`src/rtl/memory_arbiter_pkg.sv`:
```
// Shared types and defaults for the round-robin memory arbiter.
//   state_t         : transaction FSM states (IDLE, ISSUE, CAPTURE)
//   *_DEF           : default parameter values for the arbiter
//   idx_width()     : width of a client index for a given client count
package memory_arbiter_pkg;

    localparam int unsigned NUM_CLIENTS_DEF = 4;
    localparam int unsigned ADDR_W_DEF      = 8;
    localparam int unsigned DATA_W_DEF      = 32;

    // Client index width; never below one bit so a 1-bit index is still legal
    function automatic int unsigned idx_width(input int unsigned n);
        return (n < 2) ? 1 : $clog2(n);
    endfunction

    localparam int unsigned IDX_W_DEF = idx_width(NUM_CLIENTS_DEF);

    typedef enum logic [1:0] {
        IDLE    = 2'd0,
        ISSUE   = 2'd1,
        CAPTURE = 2'd2
    } state_t;

endpackage

```
`src/rtl/memory_arbiter_rr_picker.sv`:
```
// Combinational round-robin picker: chooses the first set request scanning
// upward from i_ptr+1 with wrap-around.
//   i_req     : request vector
//   i_ptr     : index of the most recently served client
//   o_pick_c  : one-hot winner (all zero when nothing is requested)
//   o_idx_c   : index of the winner
//   o_valid_c : at least one request is set
module rr_picker
    import memory_arbiter_pkg::*;
#(
    parameter int unsigned NUM_CLIENTS = NUM_CLIENTS_DEF,
    parameter int unsigned IDX_W       = IDX_W_DEF
) (
    input  logic [NUM_CLIENTS-1:0] i_req,
    input  logic [IDX_W-1:0]       i_ptr,
    output logic [NUM_CLIENTS-1:0] o_pick_c,
    output logic [IDX_W-1:0]       o_idx_c,
    output logic                   o_valid_c
);

    int unsigned w_dist;
    int unsigned w_best;

    // Distance of client j from the scan start is (j - ptr - 1) mod N;
    // the requester with the smallest distance wins.
    always_comb begin
        w_dist    = 0;
        w_best    = NUM_CLIENTS;
        o_idx_c   = '0;
        o_valid_c = |i_req;
        o_pick_c  = '0;
        for (int unsigned j = 0; j < NUM_CLIENTS; j++) begin
            w_dist = (j + 2 * NUM_CLIENTS - 1 - 32'(i_ptr)) % NUM_CLIENTS;
            if (i_req[j] && (w_dist < w_best)) begin
                w_best  = w_dist;
                o_idx_c = IDX_W'(j);
            end
        end
        for (int unsigned j = 0; j < NUM_CLIENTS; j++) begin
            o_pick_c[j] = o_valid_c && (o_idx_c == IDX_W'(j));
        end
    end

endmodule

```
`src/rtl/memory_arbiter.sv`:
```
// Round-robin arbiter multiplexing NUM_CLIENTS requesters onto one port of a
// 256x32 memory with registered (1-cycle) read data. Each grant performs a
// single 3-cycle transaction: IDLE (select) -> ISSUE (memEnabled high) ->
// CAPTURE (memDataOut valid) -> done pulse in the following IDLE cycle.
//   clk, rst_n            : clock, asynchronous active-low reset
//   req/rw/addr/wdata     : per-client request level, 1=read/0=write, packed address/data
//   lock                  : per-client grant hold, effective only with ARB_LOCK_EN
//   grant/done            : one-hot owner (ISSUE..CAPTURE) and one-cycle completion pulse
//   rdata                 : read data, valid in the done cycle of a read, held afterwards
//   mem*                  : memory port (memDataOut is the memory's registered output)
// Build option: define ARB_LOCK_EN to let a locked previous owner be reselected.
module memory_arbiter
    import memory_arbiter_pkg::*;
#(
    parameter int unsigned NUM_CLIENTS = NUM_CLIENTS_DEF,
    parameter int unsigned ADDR_W      = ADDR_W_DEF,
    parameter int unsigned DATA_W      = DATA_W_DEF
) (
    input  logic                          clk,
    input  logic                          rst_n,
    input  logic [NUM_CLIENTS-1:0]        req,
    input  logic [NUM_CLIENTS-1:0]        rw,
    input  logic [NUM_CLIENTS*ADDR_W-1:0] addr,
    input  logic [NUM_CLIENTS*DATA_W-1:0] wdata,
    input  logic [NUM_CLIENTS-1:0]        lock,
    output logic [NUM_CLIENTS-1:0]        grant,
    output logic [NUM_CLIENTS-1:0]        done,
    output logic [DATA_W-1:0]             rdata,
    output logic [ADDR_W-1:0]             memAddress,
    output logic                          memReadWrite,
    output logic [DATA_W-1:0]             memDataIn,
    output logic                          memEnabled,
    input  logic [DATA_W-1:0]             memDataOut
);

    localparam int unsigned IDX_W = idx_width(NUM_CLIENTS);

    state_t                 r_state;
    state_t                 w_state_nxt;
    logic [IDX_W-1:0]       r_idx,      w_idx_nxt;
    logic [IDX_W-1:0]       r_ptr,      w_ptr_nxt;
    logic [NUM_CLIENTS-1:0] r_grant,    w_grant_nxt;
    logic [NUM_CLIENTS-1:0] r_done,     w_done_nxt;
    logic [DATA_W-1:0]      r_rdata,    w_rdata_nxt;
    logic                   r_mem_en,   w_mem_en_nxt;
    logic [ADDR_W-1:0]      r_mem_addr, w_mem_addr_nxt;
    logic                   r_mem_rw,   w_mem_rw_nxt;
    logic [DATA_W-1:0]      r_mem_din,  w_mem_din_nxt;

    logic [NUM_CLIENTS-1:0] w_rr_pick;
    logic [IDX_W-1:0]       w_rr_idx;
    logic                   w_rr_valid;

    logic [NUM_CLIENTS-1:0] w_sel_pick;
    logic [IDX_W-1:0]       w_sel_idx;
    logic                   w_sel_valid;
    logic                   w_sel_rw;
    logic [ADDR_W-1:0]      w_sel_addr;
    logic [DATA_W-1:0]      w_sel_wdata;

    rr_picker #(
        .NUM_CLIENTS (NUM_CLIENTS),
        .IDX_W       (IDX_W)
    ) u_rr_picker (
        .i_req     (req),
        .i_ptr     (r_ptr),
        .o_pick_c  (w_rr_pick),
        .o_idx_c   (w_rr_idx),
        .o_valid_c (w_rr_valid)
    );

`ifdef ARB_LOCK_EN
    // r_ptr equals the previous owner once a transaction has completed its
    // ISSUE cycle; r_owner_vld guards the reset value of r_ptr.
    logic                   r_owner_vld, w_owner_vld_nxt;
    logic                   w_lock_hold;
    logic [NUM_CLIENTS-1:0] w_lock_pick;

    always_comb begin
        w_lock_hold = r_owner_vld && lock[r_ptr] && req[r_ptr];
        w_lock_pick = '0;
        for (int unsigned j = 0; j < NUM_CLIENTS; j++) begin
            w_lock_pick[j] = (r_ptr == IDX_W'(j));
        end
        if (w_lock_hold) begin
            w_sel_pick  = w_lock_pick;
            w_sel_idx   = r_ptr;
            w_sel_valid = 1'b1;
        end else begin
            w_sel_pick  = w_rr_pick;
            w_sel_idx   = w_rr_idx;
            w_sel_valid = w_rr_valid;
        end
    end
`else
    // Lock is accepted on the port but has no effect in this build
    logic w_unused_lock;
    assign w_unused_lock = ^lock;

    always_comb begin
        w_sel_pick  = w_rr_pick;
        w_sel_idx   = w_rr_idx;
        w_sel_valid = w_rr_valid;
    end
`endif

    // Input mux: route the selected client's command fields
    always_comb begin
        w_sel_rw    = 1'b1;
        w_sel_addr  = '0;
        w_sel_wdata = '0;
        for (int unsigned j = 0; j < NUM_CLIENTS; j++) begin
            if (w_sel_idx == IDX_W'(j)) begin
                w_sel_rw    = rw[j];
                w_sel_addr  = addr[j*ADDR_W +: ADDR_W];
                w_sel_wdata = wdata[j*DATA_W +: DATA_W];
            end
        end
    end

    // State register
    always_ff @(posedge clk or negedge rst_n) begin
        if (!rst_n) begin
            r_state <= IDLE;
        end else begin
            r_state <= w_state_nxt;
        end
    end

    // Next-state and next-output logic
    always_comb begin
        w_state_nxt    = r_state;
        w_idx_nxt      = r_idx;
        w_ptr_nxt      = r_ptr;
        w_grant_nxt    = r_grant;
        w_done_nxt     = '0;
        w_rdata_nxt    = r_rdata;
        w_mem_en_nxt   = 1'b0;
        w_mem_addr_nxt = r_mem_addr;
        w_mem_rw_nxt   = r_mem_rw;
        w_mem_din_nxt  = r_mem_din;
`ifdef ARB_LOCK_EN
        w_owner_vld_nxt = r_owner_vld;
`endif
        unique case (r_state)
            IDLE: begin
                if (w_sel_valid) begin
                    w_state_nxt    = ISSUE;
                    w_idx_nxt      = w_sel_idx;
                    w_grant_nxt    = w_sel_pick;
                    w_mem_en_nxt   = 1'b1;
                    w_mem_addr_nxt = w_sel_addr;
                    w_mem_rw_nxt   = w_sel_rw;
                    w_mem_din_nxt  = w_sel_wdata;
                end
            end
            ISSUE: begin
                // Memory samples the command at the edge closing this cycle
                w_state_nxt = CAPTURE;
                w_ptr_nxt   = r_idx;
`ifdef ARB_LOCK_EN
                w_owner_vld_nxt = 1'b1;
`endif
            end
            CAPTURE: begin
                if (r_mem_rw) begin
                    w_rdata_nxt = memDataOut;
                end
                w_done_nxt  = r_grant;
                w_grant_nxt = '0;
                w_state_nxt = IDLE;
            end
            default: begin
                w_state_nxt = IDLE;
                w_grant_nxt = '0;
            end
        endcase
    end

    // Datapath and output registers
    always_ff @(posedge clk or negedge rst_n) begin
        if (!rst_n) begin
            r_idx      <= '0;
            r_ptr      <= IDX_W'(NUM_CLIENTS - 1);
            r_grant    <= '0;
            r_done     <= '0;
            r_rdata    <= '0;
            r_mem_en   <= 1'b0;
            r_mem_addr <= '0;
            r_mem_rw   <= 1'b1;
            r_mem_din  <= '0;
`ifdef ARB_LOCK_EN
            r_owner_vld <= 1'b0;
`endif
        end else begin
            r_idx      <= w_idx_nxt;
            r_ptr      <= w_ptr_nxt;
            r_grant    <= w_grant_nxt;
            r_done     <= w_done_nxt;
            r_rdata    <= w_rdata_nxt;
            r_mem_en   <= w_mem_en_nxt;
            r_mem_addr <= w_mem_addr_nxt;
            r_mem_rw   <= w_mem_rw_nxt;
            r_mem_din  <= w_mem_din_nxt;
`ifdef ARB_LOCK_EN
            r_owner_vld <= w_owner_vld_nxt;
`endif
        end
    end

    assign grant        = r_grant;
    assign done         = r_done;
    assign rdata        = r_rdata;
    assign memEnabled   = r_mem_en;
    assign memAddress   = r_mem_addr;
    assign memReadWrite = r_mem_rw;
    assign memDataIn    = r_mem_din;

endmodule

```
`config.mk`:
```
export PLATFORM = sky130hd
export DESIGN_NAME = memory_arbiter
export DESIGN_NICKNAME = d
export VERILOG_FILES = /design/src/rtl/memory_arbiter_pkg.sv /design/src/rtl/memory_arbiter_rr_picker.sv /design/src/rtl/memory_arbiter.sv
export SDC_FILE = /design/constraint.sdc
export NUM_CORES = 1
export LEC_CHECK = 0
export BUFFER_PORTS_ARGS = -buffer_cell sky130_fd_sc_hd__buf_2
export CAP_MARGIN = 15
export CELL_PAD_IN_SITES_DETAIL_PLACEMENT = 1
export CELL_PAD_IN_SITES_GLOBAL_PLACEMENT = 1
export CORE_ASPECT_RATIO = 1.1
export CORE_MARGIN = 2
export CORE_UTILIZATION = 31
export DETAILED_ROUTE_END_ITERATION = 10
export GPL_TIMING_DRIVEN = 0
export PLACE_DENSITY_LB_ADDON = 0.1
export SYNTH_ARGS = -nofsm -noshare
export SYNTH_HDL_FRONTEND = slang
export SYNTH_SLANG_ARGS = --single-unit
```
`constraint.sdc`:
```
create_clock -name clk -period 4.6 [get_ports clk]
set_input_delay 0.92 -clock clk [delete_from_list [all_inputs] [get_ports clk]]
set_output_delay 0.92 -clock clk [all_outputs]
set_load 0.01 [all_outputs]
```
==> flow_results.org, run 1 <==
** Yosys
- Synth unique cells :: 36
- Post-synthesis net count :: 588
- Of the total synthesized cell area, the portion taken by full adders, half adders and majority gates is 0.00548.
- Simple-gate share of the synthesized area :: 0.0471
- Synthesis produced 380 cells.
- Summing every instance area after synthesis gives 4560 µm².
- Of all cell types, the one taking the most synthesized area is sky130_fd_sc_hd__dfrtp_1.
- Xor/xnor cell area share of the yosys netlist :: 0
- Fraction of the mapped netlist area in compound gates :: 0.152
- Of the post-synthesis cell area, the dominant cell type holds 0.466.
- For this run, the register share of the synthesized area comes to 0.483.
- The portion of synthesized area spent on multiplexers is 0.268.
- Each instance of the synthesized netlist takes up on average 12.0 µm².
- Flip-flop and latch count after synthesis :: 88
- In the synthesized netlist the async set-or-reset flop fraction comes to 1.00.
- The Yosys step of the flow raised 0 warnings.
- Flip-flop cell with the highest count after synthesis :: sky130_fd_sc_hd__dfrtp_1
- In this run, synthesis inferred 0 flip-flops with an integrated enable.
- By area the synthesized netlist is led by sky130_fd_sc_hd__dfrtp_1 (47%), sky130_fd_sc_hd__mux2_2 (18%), sky130_fd_sc_hd__mux2i_1 (9.0%), sky130_fd_sc_hd__a22oi_1 (5.4%), sky130_fd_sc_hd__o21ai_0 (4.6%).
- By area, the combinational part of the netlist is dominated by multiplexers.

** STA
- Ratio of final minimum period to clock period :: 0.879
- Final hold violation count :: 0
- Adding up every negative setup slack in the final design gives 0 ns.
- Final hold analysis gives a worst-case slack of 0.489 ns.
- Count of pins over their slew limit :: 0
- Remaining max-slew budget at the tightest pin :: 0.571
- Setup repair after global routing left no endpoint under its margin.
- Slew of the pin with the lowest slew margin :: 0.643 ns
- Subtracting the final worst setup slack from the clock period gives 4.04 ns.
- Derived from the worst setup path, the maximum achievable clock frequency is 247 MHz.
- Max Clock Skew :: 0.00701 ns
- Setup violations remaining at the end of the flow were counted as 0.

** Setup path
- Launching instance or port of the critical path :: req[0]
- Among all stages on the critical path, the largest delay is contributed by sky130_fd_sc_hd__o21ai_0.
- Together, buffers and inverters on the worst path number 4.
- The kind of cell with the highest combined delay along the critical path is compound AO/OA/AOI/OAI gates.
- CP Class :: input port to flop
- CP required :: 4.85 ns
- Cell depth of the worst setup path :: 17
- Register-to-register setup slack :: 0.61 ns
- In this design, the critical path's most frequently occurring cell is sky130_fd_sc_hd__o21ai_0.
- R2R Path End :: memDataIn[30]
- In this run the worst path has a maximum fanout of 19.
- Counting cells, the worst reg-to-reg path comes to 17.
- At the worst endpoint, the arrival time is 4.29 ns.
- Worst reg2reg startpoint :: r_ptr[1]
- The largest single stage delay on the critical path is 0.41 ns.
- Walking the worst path, the cells encountered are buf_2 -> o21ai_0 -> a22oi_1 -> ha_1 -> nand2b_1 -> a21oi_1 -> o21ai_2 -> clkbuf_4 -> nand2_1 -> o21ai_0 -> ha_1 -> inv_1 -> o21ai_0 -> a21o_2 -> nand2_2 -> clkbuf_2 -> o21ai_0.
- Category of the worst setup path launch point :: input port
- The worst setup path is captured at a flop.
- The critical path ends at memDataIn[30].

** GRT
- The first global-routing pass estimated 25500 µm of wire.
- Global Route Usage Sum :: 0.209
- The via count of the first global-routing pass was 4715.
- Entering global routing, the biggest net connects 54 pins.
- Number of antenna violations at the first check in global routing :: 1
- For this run the aggregate overflow at the end of global routing stands at 0.

** Routing
- Number of optimization iterations in the first detailed-route pass :: 4
- Drt via density :: 4.93
- In the final routed layout, each cell accounts on average for 18.8 µm.
- In this run the remaining antenna-violating nets after routing total 0.
- Summed over all layers, the routed wires come to 16300 µm.
- The routed layout has 4292 vias.
- After detailed routing, the number of remaining DRC violations is 0.
- 1st-iter DRT viols :: 143

** Finish
- Final Core Density :: 0.456
- The library cell used most frequently in the layout, excluding fill and tap cells, is sky130_fd_sc_hd__buf_2.
- The finished layout holds 870 standard cells, fillers aside.
- Final Cell Area :: 6560 µm²
- For this run, the post-layout net count is 881.
- The filler cells instantiated in the layout total 1691.
- In the final layout, the share of cells above drive strength 1 is 0.603.
- The number of antenna diodes in the final layout is 0.
- Relative to the synthesized area, the layout overhead comes to 43.6%.
- The top cell types in the final layout, fill and taps aside, are sky130_fd_sc_hd__buf_2 (294), sky130_fd_sc_hd__dfrtp_1 (85), sky130_fd_sc_hd__mux2_2 (72).

** CTS
- Number of buffers created by CTS :: 9
- CTS max path bufs :: 2
- Clock tree from TritonCTS :: yes
- In this run, post-CTS hold repair placed 0 buffers.
- Clock-pin slew was measured on the worst setup and hold paths at 0.06 ns.
- Clock latency reported for the late side of the worst-skew pair :: 0.35 ns
- Counting every sink on the clock net gives 88.
- Root Buffer :: sky130_fd_sc_hd__clkbuf_16
- Level count of the clock H-tree :: 3

** Floorplan
- Die outline width :: 120 µm
- In this run the count of I/O pins placed on the die edge is 288.
- CORE AREA :: 14400 µm²
- Initial cell density of the core :: 0.317
- Site row count :: 46
- The floorplan step defined a die boundary enclosing 15700 µm².
- Vert. Die Dim :: 131 µm

** Power and ir drop
- Fraction of power consumed by the clock network :: 0.176
- Pwr dens :: 658 nW/µm²
- Switching share of power :: 0.394
- Of the total power, registers draw 0.322.
- The internal portion of the total power is 2.61 mW.
- The share of total power dissipated in combinational logic is 0.502.
- VDD sags by at most 0.000229 V.
- In this run the static leakage power is 3.39 nW.
- Reported net switching power :: 1.70 mW

** Place
- # placed instances :: 855
- Placement Cell Area :: 6250 µm²
- Summed over all nets, the half-perimeter wirelength after detailed placement is 13100 µm.
- At the end of routability-driven placement, the weighted congestion stood at 0.739.
- Buffers placed on the I/O ports in this run total 282.

** Job
- Max-cap check violation count :: 0

** Worst hold path
- The path class of the tightest hold or removal check is flop to flop.

** Run status
- Status :: complete, no violations
[metrics by stage]
stage | power (mW) | setup WS [ns]
after floorplan | 2.73 | 0.894
after global placement | 3.52 | -0.259
after detailed placement | 3.61 | -0.405
after CTS | 4.39 | 0.256
after global routing | 4.65 | 0.172
final | 4.31 | 0.559
[sequential cells by signal (all words and copies together) (netlist names)]
| name | flops |
|---|---|
| memDataIn | 32 |
| memAddress | 8 |
| r_ptr | 2 |
| done | 4 |
| memReadWrite | 1 |
| r_state | 2 |
| rdata | 32 |
| r_idx | 2 |
| grant | 4 |
| memEnabled | 1 |
[cells by family after synthesis]
kind of cell | Yosys count
buf+inv | 33
compound gates | 105
simple gates | 39
fa+ha+maj | 2
mux | 113
flops | 88
[cells in the mapped netlist, drive strengths merged (3+ instances only)]
| library cell | instances |
|---|---|
| dfrtp | 85 |
| mux2 | 72 |
| o21ai | 51 |
| mux2i | 41 |
| a22oi | 33 |
| buf | 25 |
| nand2 | 10 |
| and2 | 6 |
| nand4 | 6 |
| nor2 | 6 |
| o221ai | 6 |
| inv | 5 |
| nand2b | 5 |
| a21o | 4 |
| a31oi | 4 |
| a2bb2oi | 3 |
| clkbuf | 3 |
| dfstp | 3 |
[routing by layer]
metal	vias up	routed length, µm	track usage	share of wire
met2	194	8360	0.377	0.51
li1	2008	-	-	-
met5	-	16	0	0.00098
met1	2059	6350	0.235	0.39
met4	2	394	0.0804	0.024
met3	29	1220	0.0543	0.075
[power by group through the flow]
stage | logic [mW] | registers (mW) | clock network [mW]
5_1_grt | 2.40 | 1.44 | 0.807
3_3_place_gp | 2.14 | 1.38 | 0
4_1_cts | 2.21 | 1.39 | 0.781
2_1_floorplan | 1.18 | 1.54 | 0
3_5_place_dp | 2.21 | 1.40 | 0
6_report | 2.17 | 1.39 | 0.759
[layout make-up]
class                           count  area, µm²  area share
Tap cell                          192        240      0.0366
Sequential cell                    88       2210       0.337
Inverter                            5       18.8     0.00286
Clock buffer                       11        253      0.0386
Clock inverter                      5       53.8     0.00821
Timing Repair Buffer              283       1440       0.220
Multi-Input combinational cell    259       2160       0.329
Buffer                             27        184      0.0281
[worst min-delay path by stage]
stage	startpoint	end	slack [ns]	cells after the start
floorplan	r_idx[0]	r_ptr[0]	0.45	2
global placement	grant[3]	grant[3]	0.47	1
detailed placement	grant[3]	grant[3]	0.48	1
CTS	grant[3]	grant[3]	0.50	1
global route	rdata[3]	rdata[3]	0.52	1
finish	grant[3]	grant[3]	0.49	1
[what timing repair did]
| action | in CTS | in global routing |
|---|---|---|
| hold endpoints to repair | 0 | 0 |
| setup buffers | 0 | 0 |
| pin swaps | 0 | 0 |
| resized for setup | 0 | 2 |
| setup endpoints to repair | 5 | 17 |
Note: power is estimated with default switching activity, not from simulation.
==> run 2: changes to the inputs <==
--- a/config.mk
+++ b/config.mk
@@ -7,14 +7,12 @@
 export LEC_CHECK = 0
 export BUFFER_PORTS_ARGS = -buffer_cell sky130_fd_sc_hd__buf_2
 export CAP_MARGIN = 15
-export CELL_PAD_IN_SITES_DETAIL_PLACEMENT = 1
-export CELL_PAD_IN_SITES_GLOBAL_PLACEMENT = 1
-export CORE_ASPECT_RATIO = 1.1
-export CORE_MARGIN = 2
-export CORE_UTILIZATION = 31
+export CORE_AREA = 2 2 113 115
 export DETAILED_ROUTE_END_ITERATION = 10
+export DIE_AREA = 0 0 115 117
 export GPL_TIMING_DRIVEN = 0
-export PLACE_DENSITY_LB_ADDON = 0.1
+export PLACE_DENSITY = 0.72
+export REMOVE_ABC_BUFFERS = 1
 export SYNTH_ARGS = -nofsm -noshare
 export SYNTH_HDL_FRONTEND = slang
 export SYNTH_SLANG_ARGS = --single-unit
==> run 2 against run 1 <==
Effect of this change:
- critical path depth is 2 lower
- global-route usage is 1.5 points lower
- count of clock-buffer cells in the layout grew 1
- critical endpoint is now memDataIn[11]
- sequential power about the same
- worst setup slack lost 0.091 ns
- utilization increased by 7.2 points
- die area decreased by 14%
- register-to-register slack worse by 0.05 ns
==> flow_results.org, run 2 (synthesized netlist as in run 1, its figures left out) <==
** Setup path
- Register-to-register setup slack :: 0.56 ns (-0.05 ns)
- The maximum fanout encountered on the critical timing path was 35 (+16).
- CP Class :: input port to flop
- Worst reg2reg startpoint :: r_ptr[1]
- STA classifies the critical path startpoint as an input port.
- The longest individual stage delay on the worst path is 0.47 ns (+0.06 ns).
- Launching instance or port of the critical path :: req[0]
- The critical path ends at memDataIn[11].
- R2R Path End :: memDataIn[11]
- Kind of capture point of the worst setup path :: flop
- The data arrival at the endpoint of the critical path is 4.37 ns (+0.08 ns).
- CP required :: 4.84 ns (about the same)
- Worst path most repeated cell :: sky130_fd_sc_hd__o21ai_0
- Walking the worst path, the cells encountered are buf_2 -> o21ai_0 -> a22oi_1 -> ha_1 -> nand2b_1 -> a21oi_1 -> o21ai_4 -> buf_12 -> o21ai_0 -> ha_1 -> inv_1 -> o21ai_0 -> a21o_2 -> nand2_2 -> o21ai_0.
- The cell depth of the worst flop-to-flop path came to 16 (-1).
- On the critical path, the stage with the largest delay is an instance of sky130_fd_sc_hd__nand2_2.

** CTS
- The clock-pin slew on the worst setup and hold paths was 0.06 ns (about the same).
- The tree is rooted in a sky130_fd_sc_hd__clkbuf_16.
- The number of CTS-inserted buffers came to 9 (unchanged).
- Number of buffers inserted to repair setup after CTS :: 0 (unchanged)
- Level count of the clock H-tree :: 3 (unchanged)
- CTS max path bufs :: 2 (unchanged)
- Clock tree from TritonCTS :: yes
- Number of buffers inserted by hold repair at cts :: 0 (unchanged)
- The clock insertion delay at the later pin of the skew report is 0.34 ns (about the same).
- Total number of clock tree sinks :: 88 (unchanged)
- The post-cts resize count is 0 (unchanged).

** STA
- The slew at the pin closest to its max-slew limit is 0.679 ns (+0.0356 ns).
- The final worst hold slack was 0.496 ns (+0.00720 ns).
- Final hold violation count :: 0 (unchanged)
- Remaining max-slew budget at the tightest pin :: 0.548 (-0.0238)
- Count of pins over their slew limit :: 0 (unchanged)
- Setup repair after global routing left no endpoint under its margin.
- The clock period minus final worst setup slack was 4.13 ns (+0.0911 ns).
- The fraction of the cycle the final worst path needs is 0.898 (+0.0198).
- The number of failing setup endpoints in the final timing report came to 0 (unchanged).
- Max Clock Skew :: 0.00927 ns (+0.00227 ns)
- Highest attainable clock frequency :: 242 MHz (-2.2%)
- Final Worst Setup Slack :: 0.468 ns (-0.0911 ns)

** Finish
- Number of diodes added for antenna fixing :: 0 (unchanged)
- The net count reported at finish came to 862 (-2.2%).
- The area taken by flip-flops and latches came to 2210 µm² (unchanged).
- Area delta synth->final :: 42.3%
- Footprint of the multi-input gates :: 2170 µm² (+0.52%)
- The fraction of final layout cells sized beyond drive strength 1 is 0.592 (-0.0114).
- Commonest cells after routing, fill and taps aside :: sky130_fd_sc_hd__buf_2 (282), sky130_fd_sc_hd__dfrtp_1 (85), sky130_fd_sc_hd__mux2_2 (72)
- Most frequent standard cell in the layout excluding fill and tap cells :: sky130_fd_sc_hd__buf_2
- The number of fill cells in the layout came to 1123 (-34%).

** Floorplan
- Boundary Pins :: 288 (unchanged)
- CORE AREA :: 12300 µm² (-14%)
- Die outline width :: 115 µm (-3.9%)
- The total die area is 13500 µm² (-14%).
- The die span in y came to 117 µm (-11%).
- Initial cell density of the core :: 0.371 (+0.0535)
- Site row count :: 41 (-11%)

** GRT
- GRT overflow :: 0 (unchanged)
- The total global routing track utilization is 0.194 (-0.0152).
- The number of antenna violations at the first check in global routing is 0 (-1).
- The global-route wire length before repair came to 20300 µm (-20%).
- The via count of the first global-routing pass was 4138 (-12%).
- Maximum number of pins on one net before global-route repair :: 61 (+13%)

** Routing
- The post-detailed-route via-to-cell ratio is 5.15 (+4.4%).
- The remaining routing DRC violations is 0 (unchanged).
- The final wirelength was 13700 µm (-16%).
- 1st-iter DRT viols :: 174 (+22%)
- Routed length per placed instance :: 16.9 µm (-10%)
- Number of optimization iterations in the first detailed-route pass :: 5 (+1)
- The number of nets still failing antenna checks after routing is 0 (unchanged).
- Routed via count :: 4166 (-2.9%)

** Power and ir drop
- Share of power burned in registers :: 0.323 (about the same)
- Leakage power :: 3.35 nW (-1.1%)
- The cell-internal power was 2.65 mW (+1.2%).
- Switching share of power :: 0.383 (-0.0108)
- Portion of total power attributed to combinational logic :: 0.492 (-0.010)
- Reported net switching power :: 1.64 mW (-3.3%)
- The worst supply voltage drop on vdd came to 0.000214 V (-6.6%).
- Fraction of power consumed by the clock network :: 0.185 (+0.009)
- The power density over cell area is 660 nW/µm² (+0.39%).

** Job
- The max-cap check violation count is 0 (unchanged).

** Run status
- Status :: complete, no violations

** Place
- Placed wire-length estimate :: 10600 µm (-19%)
- The placer congestion estimate came to 0.770 (+4.2%).
- Placement-stage worst setup slack :: 0.0827 ns (+0.488 ns)
- The number of buffers inserted by port buffering was 283 (+0.35%).

** Worst hold path
- In this run the worst hold path is classified as flop to flop.
==> run 2: cell count changes in the layout (fill, tap and decap cells not counted), sizes merged <==
cell    change
buf        -16
bufinv      +1
inv         -1
clkinv      -1
clkbuf      -2
==> run 2: worst max-delay path: cells and delay by family <==
family / cells / cell delay [ns]
compound gates: 8 / 2.01
fa+ha+maj: 2 / 0.40
buf+inv: 3 / 0.37
simple gates: 2 / 0.62
==> run 2: worst min-delay path by stage <==
stage                     slack [ns]  cells after the start      from        to
after floorplan                 0.45                      2  r_idx[0]  r_ptr[0]
after global placement          0.47                      1  grant[3]  grant[3]
after detailed placement        0.48                      2  r_idx[0]  r_ptr[0]
after CTS                       0.50                      1  rdata[0]  rdata[0]
after global routing            0.51                      1  rdata[5]  rdata[5]
final                           0.50                      1  grant[3]  grant[3]
==> run 2: layout make-up <==
cell class / count / share of cell area
clock buffers: 12 / 0.0380
multi-input cells: 259 / 0.334
clock inverters: 4 / 0.0119
repair buffers: 291 / 0.245
well taps: 150 / 0.0289
inverters: 5 / 0.00289
flip-flops and latches: 88 / 0.340
==> run 2: metal layers <==
metal	routed length, µm	vias up	global-route usage
li1	-	1974	-
met1	5530	1976	0.222
met2	7000	200	0.360
met3	947	16	0.0412
met4	210	0	0.0691
met5	0	-	0
==> run 2: power groups by stage <==
stage,clock (mW),combinational [mW],sequential (mW)
final,0.793,2.11,1.39
after global routing,0.850,2.32,1.43
after CTS,0.811,2.12,1.38
after detailed placement,0,2.13,1.39
after global placement,0,2.01,1.37
after floorplan,0,1.10,1.54
==> run 2: metrics by stage <==
step,setup TNS [ns],cells,utilization,total power [mW],cell area (µm²)
floorplan,-71.69,352,-,2.64,4380
global placement,-168.75,785,0.486,3.38,5980
detailed placement,0,792,0.499,3.52,6140
CTS,0,808,0.525,4.32,6470
global route,0,809,0.527,4.60,6490
finish,0,809,0.527,4.29,6490
